## src/rtl/mc_mv_rd_arb_pkg.sv

```systemverilog
// mc_mv_rd_arb_pkg
//   Shared definitions for the MV buffer read-port arbiter.
//   - FMV_WIDTH: width of one motion-vector component. An MV word is two of these.
//   - arb_mode_e / MV_ARB_*: arbitration mode encodings as seen on mode_i.
//   - decode_mode(): folds the spare encoding 2'b11 onto fixed priority.
package mc_mv_rd_arb_pkg;

  localparam int FMV_WIDTH = 10;

  localparam logic [1:0] MV_ARB_FIXED = 2'b00;
  localparam logic [1:0] MV_ARB_RR    = 2'b01;
  localparam logic [1:0] MV_ARB_FORCE = 2'b10;

  typedef enum logic [1:0] {
    ARB_FIXED = 2'b00,
    ARB_RR    = 2'b01,
    ARB_FORCE = 2'b10
  } arb_mode_e;

  // 2'b11 is not a mode of its own; it behaves exactly like fixed priority.
  function automatic arb_mode_e decode_mode(input logic [1:0] raw);
    case (raw)
      MV_ARB_RR:    return ARB_RR;
      MV_ARB_FORCE: return ARB_FORCE;
      default:      return ARB_FIXED;
    endcase
  endfunction

endpackage

```

## src/rtl/mc_mv_rd_arb_rr_pick.sv

```systemverilog
// mc_rr_pick
//   Rotate-priority one-hot picker. Scans the request vector starting at
//   start_ptr and wrapping modulo NUM_CLIENTS; the first requester found wins.
//   With start_ptr = 0 it degenerates to a fixed lowest-index-first picker.
// Ports
//   req        in   NUM_CLIENTS  active-high requests
//   start_ptr  in   IW           index that gets highest priority (< NUM_CLIENTS)
//   onehot     out  NUM_CLIENTS  one-hot winner, all zero when nobody requests
//   idx        out  IW           binary index of the winner (0 when none)
//   found      out  1            at least one requester exists
module mc_rr_pick #(
  parameter int NUM_CLIENTS = 2,
  parameter int IW          = 1
) (
  input  logic [NUM_CLIENTS-1:0] req,
  input  logic [IW-1:0]          start_ptr,
  output logic [NUM_CLIENTS-1:0] onehot,
  output logic [IW-1:0]          idx,
  output logic                   found
);

  // One extra bit holds start_ptr + k before the modulo fold, which matters
  // when NUM_CLIENTS is a power of two and the sum overflows IW bits.
  logic [IW:0]   sum;
  logic [IW-1:0] cand;

  always_comb begin
    onehot = '0;
    idx    = '0;
    found  = 1'b0;
    sum    = '0;
    cand   = '0;
    for (int k = 0; k < NUM_CLIENTS; k++) begin
      sum = {1'b0, start_ptr} + (IW+1)'(k);
      if (sum >= (IW+1)'(NUM_CLIENTS)) begin
        sum = sum - (IW+1)'(NUM_CLIENTS);
      end
      cand = sum[IW-1:0];
      if (!found && req[cand]) begin
        found        = 1'b1;
        onehot[cand] = 1'b1;
        idx          = cand;
      end
    end
  end

endmodule

```

## src/rtl/mc_mv_rd_arb.sv

```systemverilog
// mc_mv_rd_arb
//   N-client arbiter for the single read port of the FME MV buffer.
//   Modes: fixed priority (lowest index wins), round-robin with bounded burst
//   locking, and forced owner. Per-client enable polarity is normalised
//   internally; read data comes back tagged to the client that was granted.
// Ports
//   clk, rstn      clock, asynchronous active-low reset
//   mode_i         00 fixed, 01 round-robin, 10 forced, 11 fixed
//   force_id_i     owner in forced mode (out of range grants nobody)
//   cli_rden_i     per-client read request, polarity per ACT_LOW_MASK
//   cli_rdaddr_i   packed client addresses, client i at [i*AW +: AW]
//   cli_gnt_o      one-hot grant, combinational, same cycle as request
//   cli_rvalid_o   one-hot data valid, RD_LATENCY cycles after the grant
//   cli_rdata_o    shared read data, zero when no rvalid
//   mv_rden_o      MV buffer read enable (active-high)
//   mv_rdaddr_o    MV buffer read address, zero when nothing granted
//   mv_data_i      MV buffer read data
//   deny_cnt_o     saturating count of cycles with at least one denied request
module mc_mv_rd_arb
  import mc_mv_rd_arb_pkg::*;
#(
  parameter int                     NUM_CLIENTS  = 2,
  parameter int                     ADDR_WIDTH   = 6,
  parameter int                     DATA_WIDTH   = 2*FMV_WIDTH,
  parameter int                     RD_LATENCY   = 1,
  parameter logic [NUM_CLIENTS-1:0] ACT_LOW_MASK = 2'b10,
  parameter int                     MAX_BURST    = 16,
  parameter int                     CNT_WIDTH    = 16
) (
  input  logic                              clk,
  input  logic                              rstn,
  input  logic [1:0]                        mode_i,
  input  logic [$clog2(NUM_CLIENTS)-1:0]    force_id_i,
  input  logic [NUM_CLIENTS-1:0]            cli_rden_i,
  input  logic [NUM_CLIENTS*ADDR_WIDTH-1:0] cli_rdaddr_i,
  output logic [NUM_CLIENTS-1:0]            cli_gnt_o,
  output logic [NUM_CLIENTS-1:0]            cli_rvalid_o,
  output logic [DATA_WIDTH-1:0]             cli_rdata_o,
  output logic                              mv_rden_o,
  output logic [ADDR_WIDTH-1:0]             mv_rdaddr_o,
  input  logic [DATA_WIDTH-1:0]             mv_data_i,
  output logic [CNT_WIDTH-1:0]              deny_cnt_o
);

  localparam int IW = $clog2(NUM_CLIENTS);
  localparam int BW = $clog2(MAX_BURST + 1);

  logic [NUM_CLIENTS-1:0] req;
  arb_mode_e              mode;
  logic                   mode_chg;

  logic [IW-1:0]          rr_ptr;
  logic [IW-1:0]          owner;
  logic                   lock;
  logic [BW-1:0]          burst_cnt;
  logic [1:0]             mode_q;

  logic                   lock_eff;
  logic                   keep;
  logic                   force_ok;
  logic [IW-1:0]          start_ptr;
  logic [NUM_CLIENTS-1:0] pick_oh;
  logic [IW-1:0]          pick_idx;
  logic                   pick_found;

  logic [NUM_CLIENTS-1:0] gnt;
  logic [IW-1:0]          gnt_idx;
  logic                   new_grant;
  logic [IW-1:0]          next_ptr;

  logic [NUM_CLIENTS-1:0] vld_pipe [RD_LATENCY];

  assign req  = cli_rden_i ^ ACT_LOW_MASK;
  assign mode = decode_mode(mode_i);

  // A mode change must drop any burst lock in the very cycle it happens, so the
  // registered lock is masked here rather than waiting for it to clear.
  assign mode_chg = (mode_i != mode_q);
  assign lock_eff = lock & ~mode_chg;

  // The owner keeps the port while it still asks and has burst budget left.
  assign keep = (mode == ARB_RR) & lock_eff & req[owner] &
                (burst_cnt < BW'(MAX_BURST));

  assign force_ok  = ({1'b0, force_id_i} < (IW+1)'(NUM_CLIENTS));
  assign start_ptr = (mode == ARB_RR) ? rr_ptr : '0;

  mc_rr_pick #(
    .NUM_CLIENTS (NUM_CLIENTS),
    .IW          (IW)
  ) u_pick (
    .req       (req),
    .start_ptr (start_ptr),
    .onehot    (pick_oh),
    .idx       (pick_idx),
    .found     (pick_found)
  );

  // Grant selection. In round-robin, the picker starts at rr_ptr, which after
  // a grant to k points at k+1; so when the owner exhausts its burst the scan
  // naturally reaches other requesters first and only wraps back to the owner
  // if nobody else is asking.
  always_comb begin
    gnt       = '0;
    gnt_idx   = '0;
    new_grant = 1'b0;
    case (mode)
      ARB_RR: begin
        if (keep) begin
          gnt[owner] = 1'b1;
          gnt_idx    = owner;
        end else if (pick_found) begin
          gnt       = pick_oh;
          gnt_idx   = pick_idx;
          new_grant = 1'b1;
        end
      end
      ARB_FORCE: begin
        if (force_ok && req[force_id_i]) begin
          gnt[force_id_i] = 1'b1;
          gnt_idx         = force_id_i;
        end
      end
      default: begin
        gnt     = pick_oh;
        gnt_idx = pick_idx;
      end
    endcase
  end

  assign next_ptr = (gnt_idx == IW'(NUM_CLIENTS - 1)) ? '0 : gnt_idx + 1'b1;

  // Address mux: grant is one-hot, so at most one slice is selected and the
  // address stays zero when nobody is granted.
  always_comb begin
    mv_rdaddr_o = '0;
    for (int i = 0; i < NUM_CLIENTS; i++) begin
      if (gnt[i]) begin
        mv_rdaddr_o = cli_rdaddr_i[i*ADDR_WIDTH +: ADDR_WIDTH];
      end
    end
  end

  assign cli_gnt_o = gnt;
  assign mv_rden_o = |gnt;

  // Arbitration state. Only round-robin uses the lock; the other modes keep it
  // cleared so that switching back to round-robin always starts a fresh search.
  always_ff @(posedge clk or negedge rstn) begin
    if (!rstn) begin
      rr_ptr    <= '0;
      owner     <= '0;
      lock      <= 1'b0;
      burst_cnt <= '0;
      mode_q    <= MV_ARB_FIXED;
    end else begin
      mode_q <= mode_i;
      if (mode == ARB_RR) begin
        if (keep) begin
          burst_cnt <= burst_cnt + 1'b1;
        end else if (new_grant) begin
          owner     <= gnt_idx;
          lock      <= 1'b1;
          burst_cnt <= BW'(1);
          rr_ptr    <= next_ptr;
        end else begin
          lock      <= 1'b0;
          burst_cnt <= '0;
        end
      end else begin
        lock      <= 1'b0;
        burst_cnt <= '0;
      end
    end
  end

  // Return path: the grant vector travels alongside the buffer access so the
  // data can be tagged to its client. Reset flushes it, dropping in-flight reads.
  always_ff @(posedge clk or negedge rstn) begin
    if (!rstn) begin
      for (int i = 0; i < RD_LATENCY; i++) begin
        vld_pipe[i] <= '0;
      end
    end else begin
      vld_pipe[0] <= gnt;
      for (int i = 1; i < RD_LATENCY; i++) begin
        vld_pipe[i] <= vld_pipe[i-1];
      end
    end
  end

  assign cli_rvalid_o = vld_pipe[RD_LATENCY-1];
  assign cli_rdata_o  = (|cli_rvalid_o) ? mv_data_i : '0;

  // Contention monitor: counts cycles where some requester went unserved.
  always_ff @(posedge clk or negedge rstn) begin
    if (!rstn) begin
      deny_cnt_o <= '0;
    end else if ((|(req & ~gnt)) && (deny_cnt_o != '1)) begin
      deny_cnt_o <= deny_cnt_o + 1'b1;
    end
  end

endmodule
```

## config.mk

```make
export PLATFORM = sky130hd
export DESIGN_NAME = mc_mv_rd_arb
export DESIGN_NICKNAME = d
export VERILOG_FILES = /design/src/rtl/mc_mv_rd_arb_pkg.sv /design/src/rtl/mc_mv_rd_arb_rr_pick.sv /design/src/rtl/mc_mv_rd_arb.sv
export SDC_FILE = /design/constraint.sdc
export NUM_CORES = 1
export LEC_CHECK = 0
export ABC_CLOCK_PERIOD_IN_PS = 2800
export CORE_UTILIZATION = 40
export DETAILED_ROUTE_END_ITERATION = 16
export PLACE_DENSITY = 0.84
export SYNTH_ARGS = -nofsm -noshare
export SYNTH_HDL_FRONTEND = slang
export SYNTH_SLANG_ARGS = --single-unit
```

## constraint.sdc

```tcl
create_clock -name clk -period 2.8 [get_ports clk]
set_input_delay 0.56 -clock clk [delete_from_list [all_inputs] [get_ports clk]]
set_output_delay 0.56 -clock clk [all_outputs]
set_load 0.01 [all_outputs]
```

==> flow_summary.ini <==
[outcome]
status = complete, no violations

[worst_setup_path]
rrSetupSlack_ps = 610
endpoint_kind = output pin
critPathMaxStageDelay_ps = 220
path_class = in2out
worstSetupStartpointType = primary input
critPathTopFamily = buffers and inverters
crit_top_cell = buf_6
path_cells = buf_6 > buf_6 > xor2_4 > nor3b_2 > buf_4 > a21boi_2 > o211a_1 > a221oi_2 > buf_4 > buf_6 > o21ai_2 > buf_2
r2r_end = deny_cnt_o[1]
critPathBufInv = 6
endpoint = mv_rdaddr_o[3]
startpoint = mode_i[0]
cp_max_fo = 6
cp.depth = 12
r2r_cells = 10
critPathArrivalTime_ps = 2170
crit_slowest_cell = o211a_1
rr_startpoint = mode_q[1]
cp_data_required_time_ps = 2240

[detailed_routing]
dr_total_vias = 1779
drt_iter0_drc = 57
wire_per_inst_um = 13.92
drt-pass1-iter-count = 5
drt-vias-per-instance = 5.172
drc_errors = 0
postRouteWirelength_um = 4788
ant_nets = 0

[logic_synthesis]
synth.top_cell.area_share_pct = 41.12
synth_seq_cells = 28
async_flop_share_pct = 100.0
ys_warn_count = 0
synth_edf_count = 0
ys_seq_area_share_pct = 41.12
syn_area_per_cell_sq_um = 9.363
synth_area_sq_um = 1704
yosysTopAreaCell = dfrtp_1
netlist_top_cells_area = dfrtp_1 (41%), xor2_1 (9.3%), nor2b_1 (7.7%)
synthCells = 182
ys.flop_type = dfrtp_1
synth_nets = 225
yosysUniqueCellTypes = 37

[cells_and_area]
nFillCells = 278
register_area_sq_um = 701.9
mostFrequentLayoutCell = clkdlybuf4s50_1
antenna-diode-count = 0
area_growth_pct = 72.83
final_cell_mix = clkdlybuf4s50_1 (72), dfrtp_1 (27), buf_4 (25), nand2_1 (21), nor2b_1 (21)
multiInputGateArea_sq_um = 1032
layoutNonFillerInstCount = 344
layout.nets = 338
final_layout_size_suffix_gt1_share_pct = 23.13

[grt]
antenna_found_initial = 0
grt_first_pass_wirelength_um = 7293
grt_pass1_vias = 1590
grt-ovfl-total = 0
grt.total_usage_pct = 20.98
grt_max_degree = 29

[power]
power_uw = 1600
vdd_drop_max_mv = 0.4586
p_sw_share_pct = 32.99
internal-power_uw = 1072
pwr_density_cell_nw_per_um2 = 543.4
pwr-share-comb_pct = 42.8
cellLeakagePower_uw = 0.001284
p_clk_share_pct = 19.7
switchingPower_uw = 528.0
p_seq_share_pct = 37.5

[timing]
fin_ws_ps = 71.70
worst_pin_slew_ps = 648.0
final-setup-viol-count = 0
finalClockSkew_ps = 1.474
hold_violations = 0
relSlewSlack_pct = 56.47
finalCritPeriodShare_pct = 97.44
period_needed_ps = 2728
rsz0062_at_grt = true
max_freq_mhz = 366.5
drv_slew = 0

[placed_design]
pre_cts_slack_ps = -764.9
dp_cells = 335
place.port_buffers = 85
gp_congestion = 0.8628
dp_hpwl_um = 3510

[clocking]
htreeDepth = 1
clkLatencyLatePin_ps = 270
clkTransAtPathRegs_ps = 90
clock-root-buffer = clkbuf_8
holdBufCountCts = 0
numCtsBuffers = 3
cts_tree = done
clk_path_buf_depth = 2
clkSinkCount = 28

[die]
die_area_sq_um = 4525
start_util_pct = 42.00
die_h_um = 67.27
core_sq_um = 4058
pin_count = 86
die_x_um = 67.27
rows = 23

[run]
maxCapViolCount = 0

[worst_hold_path]
hold_path_class = in2reg
## worst register-to-register path: stages, from the launching register on
cell,delay (ps)
dfrtp_1,430
xor2_4,180
a211oi_4,220
buf_4,160
buf_4,100
nand3_1,80
buf_4,150
a32oi_2,220
buf_12,180
nor2_1,80
mux2_2,300
## state kept, by name, indices dropped and copies added, names as in the netlist
| register | count |
|---|---|
| rr_ptr | 1 |
| deny_cnt_o | 16 |
| owner | 1 |
| lock | 1 |
| burst_cnt | 5 |
| mode_q | 2 |
| cli_rvalid_o | 2 |
## cell usage after synthesis (2+ instances only)
| library cell | instances |
|---|---|
| mux2_2 | 2 |
| nand3_1 | 7 |
| and2_1 | 3 |
| inv_1 | 7 |
| dfrtp_1 | 28 |
| nor4_1 | 4 |
| nor4_2 | 3 |
| nand2_1 | 23 |
| nand3b_1 | 3 |
| a211o_1 | 2 |
| ha_1 | 4 |
| nor2b_1 | 21 |
| nor3b_1 | 3 |
| nand4_1 | 3 |
| a21oi_1 | 2 |
| nor3_1 | 5 |
| xor2_1 | 18 |
| o21ai_0 | 9 |
| clkbuf_1 | 4 |
| nor2_1 | 9 |
| and3_1 | 3 |
| nor4b_1 | 2 |
| a21boi_0 | 2 |
| o211a_1 | 2 |
## cells by family (layout without fill, tap and decap cells)
logic type      count (synthesis)  count (layout)  synth area share (%)
compound gates                 24              24                 11.09
xor+xnor                       19              19                 9.765
fa+ha+maj                       4               4                 2.937
buf+inv                        13             125                 3.377
flops                          28              28                 41.12
mux                             2               2                 1.321
simple gates                   92              92                 30.40
## power by group through the flow
stage / Clock [uW] / Sequential [uW] / Combinational, uW
final: 315 / 601 / 685
after global routing: 340 / 618 / 740
after CTS: 322 / 599 / 675
after detailed placement: 0 / 606 / 664
after global placement: 0 / 602 / 643
after floorplan: 0 / 623 / 250
## per-stage QoR
step | hold slack [ps] | area, sq um | setup TNS, ps | util (%)
2_1_floorplan | 264.4 | 1704 | 0 | -
3_3_place_gp | 481.8 | 2779 | -8739 | 68.49
3_5_place_dp | 492.4 | 2779 | -9717 | 68.49
4_1_cts | 514.3 | 2899 | 0 | 71.45
5_1_grt | 426.9 | 2945 | -12.54 | 72.59
6_report | 438.1 | 2945 | 0 | 72.59
## layer usage
metal  track usage [%]  up-vias  routed length, um
li1                  -      849                  -
met1             24.79      844               1828
met2             39.38       78               2523
met3             3.378        8                393
met4             4.521        0                 44
met5                 0        -                  0
## how the worst min path moves through the flow
stage / cells after the start / end / slack (ps) / startpoint
floorplan: 0 / burst_cnt[0] / 260 / rstn
global placement: 1 / burst_cnt[0] / 480 / burst_cnt[0]
detailed placement: 1 / burst_cnt[0] / 490 / burst_cnt[0]
CTS: 1 / burst_cnt[0] / 510 / burst_cnt[0]
global route: 1 / mode_q[1] / 430 / mode_i[1]
finish: 1 / mode_q[1] / 440 / mode_i[1]
## final cells by class
cell class                      count  share of cell area [%]
Clock buffer                        3                   1.402
Clock inverter                      1                   1.020
Inverter                            7                  0.8921
Multi-Input combinational cell    141                   35.05
Sequential cell                    28                   23.83
Tap cell                           50                   2.124
Timing Repair Buffer              114                   35.68
## what timing repair did
action                     in CTS  in global routing
pin swaps                       6                 11
setup buffers                   6                  0
gates resized for setup        57                 19
setup endpoints to repair      15                  9
(Power assumes the default switching activity.)
